File: config.mk
export PLATFORM = sky130hd
export DESIGN_NAME = aes32_fu
export DESIGN_NICKNAME = d
export VERILOG_FILES = /design/src/rtl/aes32_fu.sv
export SDC_FILE = /design/constraint.sdc
export NUM_CORES = 1
export LEC_CHECK = 0
export CAP_MARGIN = 20
export CORE_MARGIN = 8
export CORE_UTILIZATION = 30
export CTS_BUF_LIST = sky130_fd_sc_hd__clkbuf_8
export DETAILED_ROUTE_END_ITERATION = 8
export MAX_ROUTING_LAYER = met4
export SYNTH_ARGS = -nofsm -noshare
export SYNTH_HDL_FRONTEND = slang
export SYNTH_SLANG_ARGS = --single-unit
File: constraint.sdc
create_clock -name g_clk -period 15.2 [get_ports g_clk]
set_input_delay 4.56 -clock g_clk [delete_from_list [all_inputs] [get_ports g_clk]]
set_output_delay 4.56 -clock g_clk [all_outputs]
set_load 0.03 [all_outputs]
File: src/rtl/aes32_fu.sv
// aes32_fu: two-stage pipelined functional unit for the RISC-V scalar AES
// instructions aes32esi / aes32esmi / aes32dsi / aes32dsmi.
// Stage 1 captures the operands and the selected rs2 byte; the S-box,
// partial MixColumn, rotate and XOR are computed from stage 1 into the
// registered result. Valid/ready handshakes on both sides, synchronous flush.
// Optional feature macro: AES32_FU_DEC_EN builds the inverse S-box and the
// decrypt MixColumn. Without it, decrypt requests complete with result = rs1.
module aes32_fu (
  input  logic        g_clk,
  input  logic        g_resetn,
  input  logic        flush,
  input  logic        valid,
  output logic        ready,
  input  logic        op_dec,
  input  logic        op_mix,
  input  logic [1:0]  bs,
  input  logic [31:0] rs1,
  input  logic [31:0] rs2,
  output logic        result_valid,
  input  logic        result_ready,
  output logic [31:0] result
);

  // GF(2^8) multiply, reduction polynomial 0x11B.
  function automatic logic [7:0] gf_mul(input logic [7:0] a, input logic [7:0] b);
    logic [7:0] acc;
    logic [7:0] sh;
    acc = 8'h00;
    sh  = a;
    for (int i = 0; i < 8; i++) begin
      if (b[i]) acc = acc ^ sh;
      sh = {sh[6:0], 1'b0} ^ (sh[7] ? 8'h1B : 8'h00);
    end
    return acc;
  endfunction

  // Multiplicative inverse as x^254 (maps 0 to 0, as the S-box requires).
  function automatic logic [7:0] gf_inv(input logic [7:0] x);
    logic [7:0] sq;
    logic [7:0] acc;
    sq  = x;
    acc = 8'h01;
    for (int i = 1; i < 8; i++) begin
      sq  = gf_mul(sq, sq);
      acc = gf_mul(acc, sq);
    end
    return acc;
  endfunction

  function automatic logic [7:0] rotl8(input logic [7:0] v, input int n);
    return (v << n) | (v >> (8 - n));
  endfunction

  // Forward S-box: inverse followed by the affine transform.
  function automatic logic [7:0] fwd_sbox(input logic [7:0] x);
    logic [7:0] b;
    b = gf_inv(x);
    return b ^ rotl8(b, 1) ^ rotl8(b, 2) ^ rotl8(b, 3) ^ rotl8(b, 4) ^ 8'h63;
  endfunction

`ifdef AES32_FU_DEC_EN
  // Inverse S-box: inverse affine transform followed by the inverse.
  function automatic logic [7:0] inv_sbox(input logic [7:0] s);
    return gf_inv(rotl8(s, 1) ^ rotl8(s, 3) ^ rotl8(s, 6) ^ 8'h05);
  endfunction
`endif

  function automatic logic [31:0] rotl_bytes(input logic [31:0] w, input logic [1:0] n);
    logic [31:0] r;
    case (n)
      2'd0:    r = w;
      2'd1:    r = {w[23:0], w[31:24]};
      2'd2:    r = {w[15:0], w[31:16]};
      default: r = {w[7:0],  w[31:8]};
    endcase
    return r;
  endfunction

  logic        s1_valid_q, s1_valid_d;
  logic        s1_dec_q, s1_mix_q;
  logic [1:0]  s1_bs_q;
  logic [31:0] s1_rs1_q;
  logic [7:0]  s1_x_q;
  logic        result_valid_q, result_valid_d;
  logic [31:0] result_q, result_d;

  logic        out_free;
  logic        s1_adv;
  logic        accept;
  logic [7:0]  sbox_out;
  logic [31:0] mix_word;
  logic [31:0] word;

  assign out_free     = !result_valid_q || result_ready;
  assign s1_adv       = s1_valid_q && out_free;
  assign ready        = !flush && (!s1_valid_q || out_free);
  assign accept       = valid && ready;
  assign result_valid = result_valid_q;
  assign result       = result_q;

  // Pipeline occupancy: flush wins, acceptance refills stage 1, advance empties it.
  always_comb begin
    // NOTE: every variable gets a default at the top of always_comb so no path leaves it unassigned and infers a latch.
    s1_valid_d     = s1_valid_q;
    result_valid_d = result_valid_q;
    if (flush) begin
      s1_valid_d     = 1'b0;
      result_valid_d = 1'b0;
    end else begin
      if (accept)      s1_valid_d = 1'b1;
      else if (s1_adv) s1_valid_d = 1'b0;
      if (s1_adv)            result_valid_d = 1'b1;
      else if (result_ready) result_valid_d = 1'b0;
    end
  end

  // Datapath: substitute, optional partial MixColumn, rotate into place, XOR into rs1.
  always_comb begin
    sbox_out = fwd_sbox(s1_x_q);
    mix_word = {gf_mul(sbox_out, 8'h03), sbox_out, sbox_out, gf_mul(sbox_out, 8'h02)};
`ifdef AES32_FU_DEC_EN
    if (s1_dec_q) begin
      sbox_out = inv_sbox(s1_x_q);
      mix_word = {gf_mul(sbox_out, 8'h0B), gf_mul(sbox_out, 8'h0D),
                  gf_mul(sbox_out, 8'h09), gf_mul(sbox_out, 8'h0E)};
    end
    word = s1_mix_q ? mix_word : {24'h0, sbox_out};
`else
    word = s1_mix_q ? mix_word : {24'h0, sbox_out};
    if (s1_dec_q) word = 32'h0;
`endif
    result_d = s1_rs1_q ^ rotl_bytes(word, s1_bs_q);
  end

  // Control and result registers, cleared by the asynchronous reset.
  always_ff @(posedge g_clk or negedge g_resetn) begin
    // NOTE: sequential state uses non-blocking assignments so every register samples pre-edge values.
    if (!g_resetn) begin
      s1_valid_q     <= 1'b0;
      result_valid_q <= 1'b0;
      result_q       <= 32'h0;
    end else begin
      s1_valid_q     <= s1_valid_d;
      result_valid_q <= result_valid_d;
      if (s1_adv && !flush) result_q <= result_d;
    end
  end

  // Stage-1 operand capture on acceptance.
  always_ff @(posedge g_clk) begin
    // NOTE: operand registers carry no reset; s1_valid_q qualifies them, so their power-up contents never escape.
    if (accept) begin
      s1_dec_q <= op_dec;
      s1_mix_q <= op_mix;
      s1_bs_q  <= bs;
      s1_rs1_q <= rs1;
      s1_x_q   <= rs2[{bs, 3'b000} +: 8];
    end
  end

endmodule

# Yosys cells after proc, flatten, opt, wreduce, memory -nomap -nowiden
# Index checks and enable logic that the tools add are counted.
# totals
ff_bits	78
inputBits	73
out_inout_bits	34
word_cells	437
# op_classes
n_eq_ne	2
shifts	1
mux	213
n_bitwise	201
n_reduce_logical	12
# op_table
cell	count
8-bit two-way mux	105
8-bit bitwise XOR	96
8-bit by 5-bit bitwise XOR with 8-bit output	92
5-bit two-way mux	93
32-bit case mux with 3 select lines	1
32-bit two-way mux	2
32-bit by 6-bit indexed part select with 8-bit output	1
32-bit bitwise XOR	1
8-bit by 1-bit OR with 8-bit output	1
8-bit by 2-bit OR with 8-bit output	1
8-bit by 3-bit OR with 8-bit output	1
8-bit by 4-bit OR with 8-bit output	1
1-bit two-way mux	7
7-bit two-way mux	1
1-bit inverter (first input constant)	7
6-bit two-way mux	1
3-bit nonzero test	2
1-bit logical AND	4
4-bit two-way mux	1
4-bit inverter	1
1-bit logical NOT	3
3-bit two-way mux	1
2-bit by 1-bit == test with 1-bit output (second input constant)	1
2-bit == test (second input constant)	1
other kinds (3)	4

# Logic depth before layout (Yosys ltp)
# depth
word_depth	139
depth_mapped	67
ltp_nobuf	58

# Worst setup path before layout
# OpenSTA, ideal clock, no wires.
# synth_timing
path_kind	register to register
from	register s1_x_q[6]
to	register result_q[23] (netlist: result[23])
setup_ps	152
arrival_ps	15592
t_required_ps	15048
setup_slack_ps	-544
stages_incl_launch_ff	63
n_path_buf	7
period_less_slack_ps	15744
path_cell_list	edfxtp_1 buf_4 buf_6 xnor2_1 xnor2_1 inv_2 clkbuf_1 clkbuf_1 ha_1 clkbuf_1 nand2_1 xnor2_1 xnor2_1 inv_2 clkbuf_1 ha_1 nand2_1 xor2_1 (+27 left out) xnor2_1 xnor2_2 xor2_2 xnor3_2 xor2_4 xnor3_2 nor3_1 a21oi_1 o22ai_2 xnor3_1 xnor3_2 xnor2_2 xor3_1 and2_1 o21ai_1 o21a_1 mux2i_1 a31oi_1
# synth_via
elab_chain_len	135
word_cells_on_any_way	396
cone_classes	mux (202); bitwise (194)
# synth_lines
item	line	source
start, declared	83	logic [7:0] s1_x_q;
start signal, assigned	157	s1_x_q <= rs2[{bs, 3'b000} +: 8];
8-bit by 5-bit bitwise XOR with 8-bit output / 8-bit two-way mux (equally long branches)	32, 31	
8-bit bitwise XOR / 5-bit two-way mux (equally long branches)	31, 32	
8-bit two-way mux / 8-bit by 5-bit bitwise XOR with 8-bit output (equally long branches)	31, 32	
8-bit bitwise XOR	31	if (b[i]) acc = acc ^ sh;
8-bit two-way mux	31	
8-bit bitwise XOR	31	
8-bit two-way mux	31	
8-bit bitwise XOR	31	
(+119 left out)	n/a	
8-bit bitwise XOR *	58	return b ^ rotl8(b, 1) ^ rotl8(b, 2) ^ rotl8(b, 3) ^ rotl8(b, 4) ^ 8'h63;
4-bit inverter (no line)	n/a	
8-bit by 5-bit bitwise XOR with 8-bit output	32	sh = {sh[6:0], 1'b0} ^ (sh[7] ? 8'h1B : 8'h00);
8-bit bitwise XOR	31	
32-bit two-way mux *	129	word = s1_mix_q ? mix_word : {24'h0, sbox_out};
32-bit two-way mux *	130	if (s1_dec_q) word = 32'h0;
32-bit case mux with 3 select lines *	70	case (n)
32-bit bitwise XOR *	132	result_d = s1_rs1_q ^ rotl_bytes(word, s1_bs_q);
end signal, assigned	145	if (s1_adv && !flush) result_q <= result_d;
end, declared	85	logic [31:0] result_q, result_d;
# Every way passes the cells marked *; elsewhere a longest branch is shown, timed or not.
# A chain may end at the register's enable or synchronous reset.

# Worst setup path in the final report
# layout_timing
from	register s1_x_q[5]
to	register result_q[31] (netlist: result[31])
# layout_via
elab_chain_len	135
word_cells_on_any_way	395
cone_classes	mux (201); bitwise (194)
# layout_lines
item	line
8-bit by 5-bit bitwise XOR with 8-bit output	32
8-bit bitwise XOR	31
8-bit two-way mux	31
8-bit bitwise XOR	31
8-bit two-way mux	31
8-bit bitwise XOR	31
8-bit two-way mux	31
8-bit bitwise XOR	31
(+119 left out)	n/a
8-bit bitwise XOR *	58
4-bit inverter (no line)	n/a
8-bit by 5-bit bitwise XOR with 8-bit output	32
8-bit bitwise XOR	31
32-bit two-way mux *	129
32-bit two-way mux *	130
32-bit case mux with 3 select lines *	70
32-bit bitwise XOR *	132
# Marks and branches as above.

==> results.md <==
- The run finished with clean final reports.
- The share of synthesized area spent on multiplexers is 0.0401.
- Clock latency on the worst-skew pair, taken at its later pin, is 360 ps.
- The net count of the mapped netlist is 2585.
- The clock period minus final worst setup slack is 14600 ps.
- Counting flops with a built-in enable in the synthesized netlist gives 44.
- The die footprint is 75300 um2.
- The worst hold path begins at result[6].
- The number of hold violations in the final report came to 0.
- The final layout contains 2888 nets.
- In the synthesized netlist the dominant register cell turns out to be edfxtp_1.
- The number of sinks handled by clock tree synthesis is between 70 and 80.
- The area fraction in compound gates after synthesis came to 0.189.
- The clock slew seen by the registers of the worst setup and hold paths is 80 ps.
- The first detailed-routing pass ran for 6 iterations.
- The first global-routing pass estimated about 100 mm of wire.
- 0 antenna diodes ended up in the layout.
- The overall routed net length is 64.3 mm.
- By area the synthesized netlist is led by xnor2_1, xnor3_1, edfxtp_1, nor2_1, xor2_1.
- Setup violations remaining at the end of the flow were counted as 0.
- The y dimension of the die is between 200 and 300 um.
- The number of antenna violations at the first check in global routing came to 0.
- The wire length per cell is about 17 um.
- The capture endpoint of the worst hold path is result[6].
- The starting density of the core is 0.304.
- The final HPWL from detailed placement is 48.2 mm.
- The total number of placement rows is 94.
- For the worst setup path, the data required time is 15420 ps.
- The distinct cell type count of the synthesized netlist is 110.
- After the first detailed-routing iteration, the DRC count stood at 1786.
- The count of filler cells inserted in the layout is between 6000 and 7000.
- The number of global-route vias before repair is 17925.
- The final setup TNS is 0 ps.
- For this block, wires on met1 add up to ~30 mm.
- The detailed router used layers up to and including met4.
- Entering global routing, the biggest net connects 45 pins.
- The fraction of post-synthesis cell area in the top cell type by area is 0.169.
- The register bit total from synthesis is 78.
- The post-route cell area is about 25000 um2.
- The element type at the critical path start is a flip-flop.
- TritonCTS built the clock tree.
- The capture instance of the worst register-to-register path is result[31].
- The final period utilization is 0.960.
- The slowest stage of the critical path belongs to the cell xnor3_2.
- Summing all placed instances gives a cell area of 23500 um2.
- A synthesized cell averages 7.99 um2.
- The worst register-to-register path begins at s1_x_q[5].
- The synthesized netlist occupies a cell area of between 20000 and 25000 um2.
- The global-route congestion overflow total is 0.
- Buffers inserted during clock tree synthesis total 9.
- For the pin with the worst max-slew slack, the measured transition is 1060 ps.
- The H-tree depth is 3.
- In the routed design, unresolved DRC markers number 0.
- The area growth from synthesis to layout is 27.3%.
- In the final layout, the share of cells above drive strength 1 is 0.231.
- The worst setup path is of the flip-flop to flip-flop kind.
- The fraction of synthesis flops using an asynchronous set or reset pin is 0.436.
- The clock passes through at most 2 buffers.
- The die extent in x is 274 um.
- The category of the worst setup path capture point is a flip-flop.
- The met3 routed wirelength is 3.27 mm.
- The largest fanout on the critical path is 7.
- Data on the critical path arrives at its endpoint at approximately 15000 ps.
- The weighted congestion at the end of routability-driven global placement is 0.907.
- The worst slew slack as a fraction of its limit is 0.295.
- The register-to-register path setup slack is 600 ps.
- The total global routing track utilization is 0.165.
- The simple-gate share of the synthesized area is 0.193.
- The most numerous cell on the critical path is xnor3_2.
- The total of buffers placed on input and output ports is 106.
- The main combinational cell family by area after synthesis is XOR/XNOR gates.
- The library cell occupying the most area in the post-synthesis netlist is xnor2_1.
- The region available for standard cell placement spans 65900 um2.
- The start point of the critical path is s1_x_q[5].
- The sequential fraction of the synthesis area is 0.108.
- The tool flagged a number of max-cap violations equal to 0.
- Across the routed clock network, the largest skew measured is 7.60 ps.
- The worst min-delay path category is flip-flop to flip-flop.
- The average vias per placed instance is 5.24.
- Hold repair after CTS inserted 0 buffers.
- The logic depth of the worst register-to-register path is 55.
- The count of pins on the block boundary is 107.
- The fmax is 68.5 MHz.
- The detail route stage leaves a number of antenna-violating nets equal to 0.
- The worst stage delay on the critical path is 560 ps.
- The number of pins with negative max-slew slack in the final report came to 0.
- In the detailed route, the total length drawn on met2 is 31.0 mm.
- For this run, the number of Yosys warnings is 0.
- The total vias in the final route is 19282.
- The clock root buffer is clkbuf_8.
- The number of stages on the worst hold path is 2.
- The xor and xnor area share after synthesis is 0.422.
- The post-synthesis share of cell area spent on full adders, half adders and majority gates is 0.00437.
- After technology mapping, the gate count stands at 2505.
worst max-delay path: cells and delay by family, from the launching register on:
kind            cells  cell delay (ps)
buf+inv             6             1020
mux                 2              250
compound gates      5             1010
xor+xnor           33            10460
simple gates        9             1200
flops               1              530
through the flow:
stage / std cells / hold WS (ps) / util / setup slack [ps]
2_1_floorplan: 2505 / 514 / - / 85.2
3_3_place_gp: 3552 / 463 / 0.356 / -180
3_5_place_dp: 3552 / 474 / 0.356 / -120
4_1_cts: 3570 / 501 / 0.362 / 0.540
5_1_grt: 3677 / 529 / 0.387 / -65.9
6_report: 3677 / 492 / 0.387 / 601
layer usage:
metal	track usage	up-vias
met5	-	-
met4	0.0211	0
met3	0.0131	69
met2	0.276	636
met1	0.222	9205
li1	-	9372
synthesized netlist by cell type (22+ instances only):
library cell  instances
edfxtp_1             44
mux2i_1              51
clkbuf_1            109
o22ai_1              39
xnor2_2              34
xor2_1              131
xnor2_1             386
nand3_1              57
a21oi_1             160
xnor3_1              96
dfrtp_1              34
and2_1               23
a22oi_1              22
a31oi_1              23
buf_2                35
o21ai_1              43
inv_1                25
a211oi_1             25
nor2_1              352
o21ai_0              86
nor3_1               69
nand2_1             275
state kept, by name, summed over array words and instances, names as in the netlist:
register and flops:
result 32, s1_valid_q 1, s1_bs_q 2, result_valid 1, s1_rs1_q 32, s1_dec_q 1, s1_x_q 8, s1_mix_q 1
final cells by class:
type,instances,area (um2),share of cell area
Clock buffer,9,124,0.00486
Clock inverter,7,138,0.00540
Inverter,31,116,0.00457
Multi-Input combinational cell,2227,18000,0.705
Sequential cell,78,2170,0.0852
Tap cell,864,1080,0.0424
Timing Repair Buffer,461,3880,0.152
kinds of logic after synthesis:
| group | after synthesis |
|---|---|
| fa+ha+maj | 7 |
| compound gates | 563 |
| xor+xnor | 700 |
| buf+inv | 201 |
| simple gates | 887 |
| mux | 69 |
| flops | 78 |
worst max-delay path by stage:
stage	to	slack [ps]	cells past startpoint
finish	result[31]	600	55
global route	result[0]	-70	59
detailed placement	result[27]	-120	55
floorplan	result[23]	90	61
CTS	result[23]	0.5	57
global placement	result[27]	-180	57
cell usage in the layout, fill, tap and decap left out, drive strengths merged, types with 10 or more instances in the layout:
cell,synthesis,routed
a211oi,27,27
clkbuf,109,11
o22ai,40,40
edfxtp,44,44
nand4,12,12
or3,13,13
or2,10,10
o21ai,129,129
nand3,57,57
buf,61,354
o21a,11,11
o31ai,11,11
a31oi,23,23
dfrtp,34,34
o221ai,11,11
nor3,69,69
and2,23,23
clkdlybuf4s50,0,105
nand2b,10,10
o211ai,12,12
mux2i,51,51
nor2,355,355
xor3,18,18
xnor3,110,110
nor2b,16,16
inv,31,32
a22oi,23,23
xor2,147,147
xnor2,425,426
mux2,10,10
nand2,276,276
and3,13,13
a21oi,162,162
repair_timing:
action                                  CTS  global route
gates resized for setup                  12           160
setup buffers                             2           104
pin swaps                                 2            94
gates cloned                              0             3
endpoints found under the setup margin   28            32
Power is not shown: default switching activity piles up to over one toggle a cycle in this logic, so the estimate is an artifact.
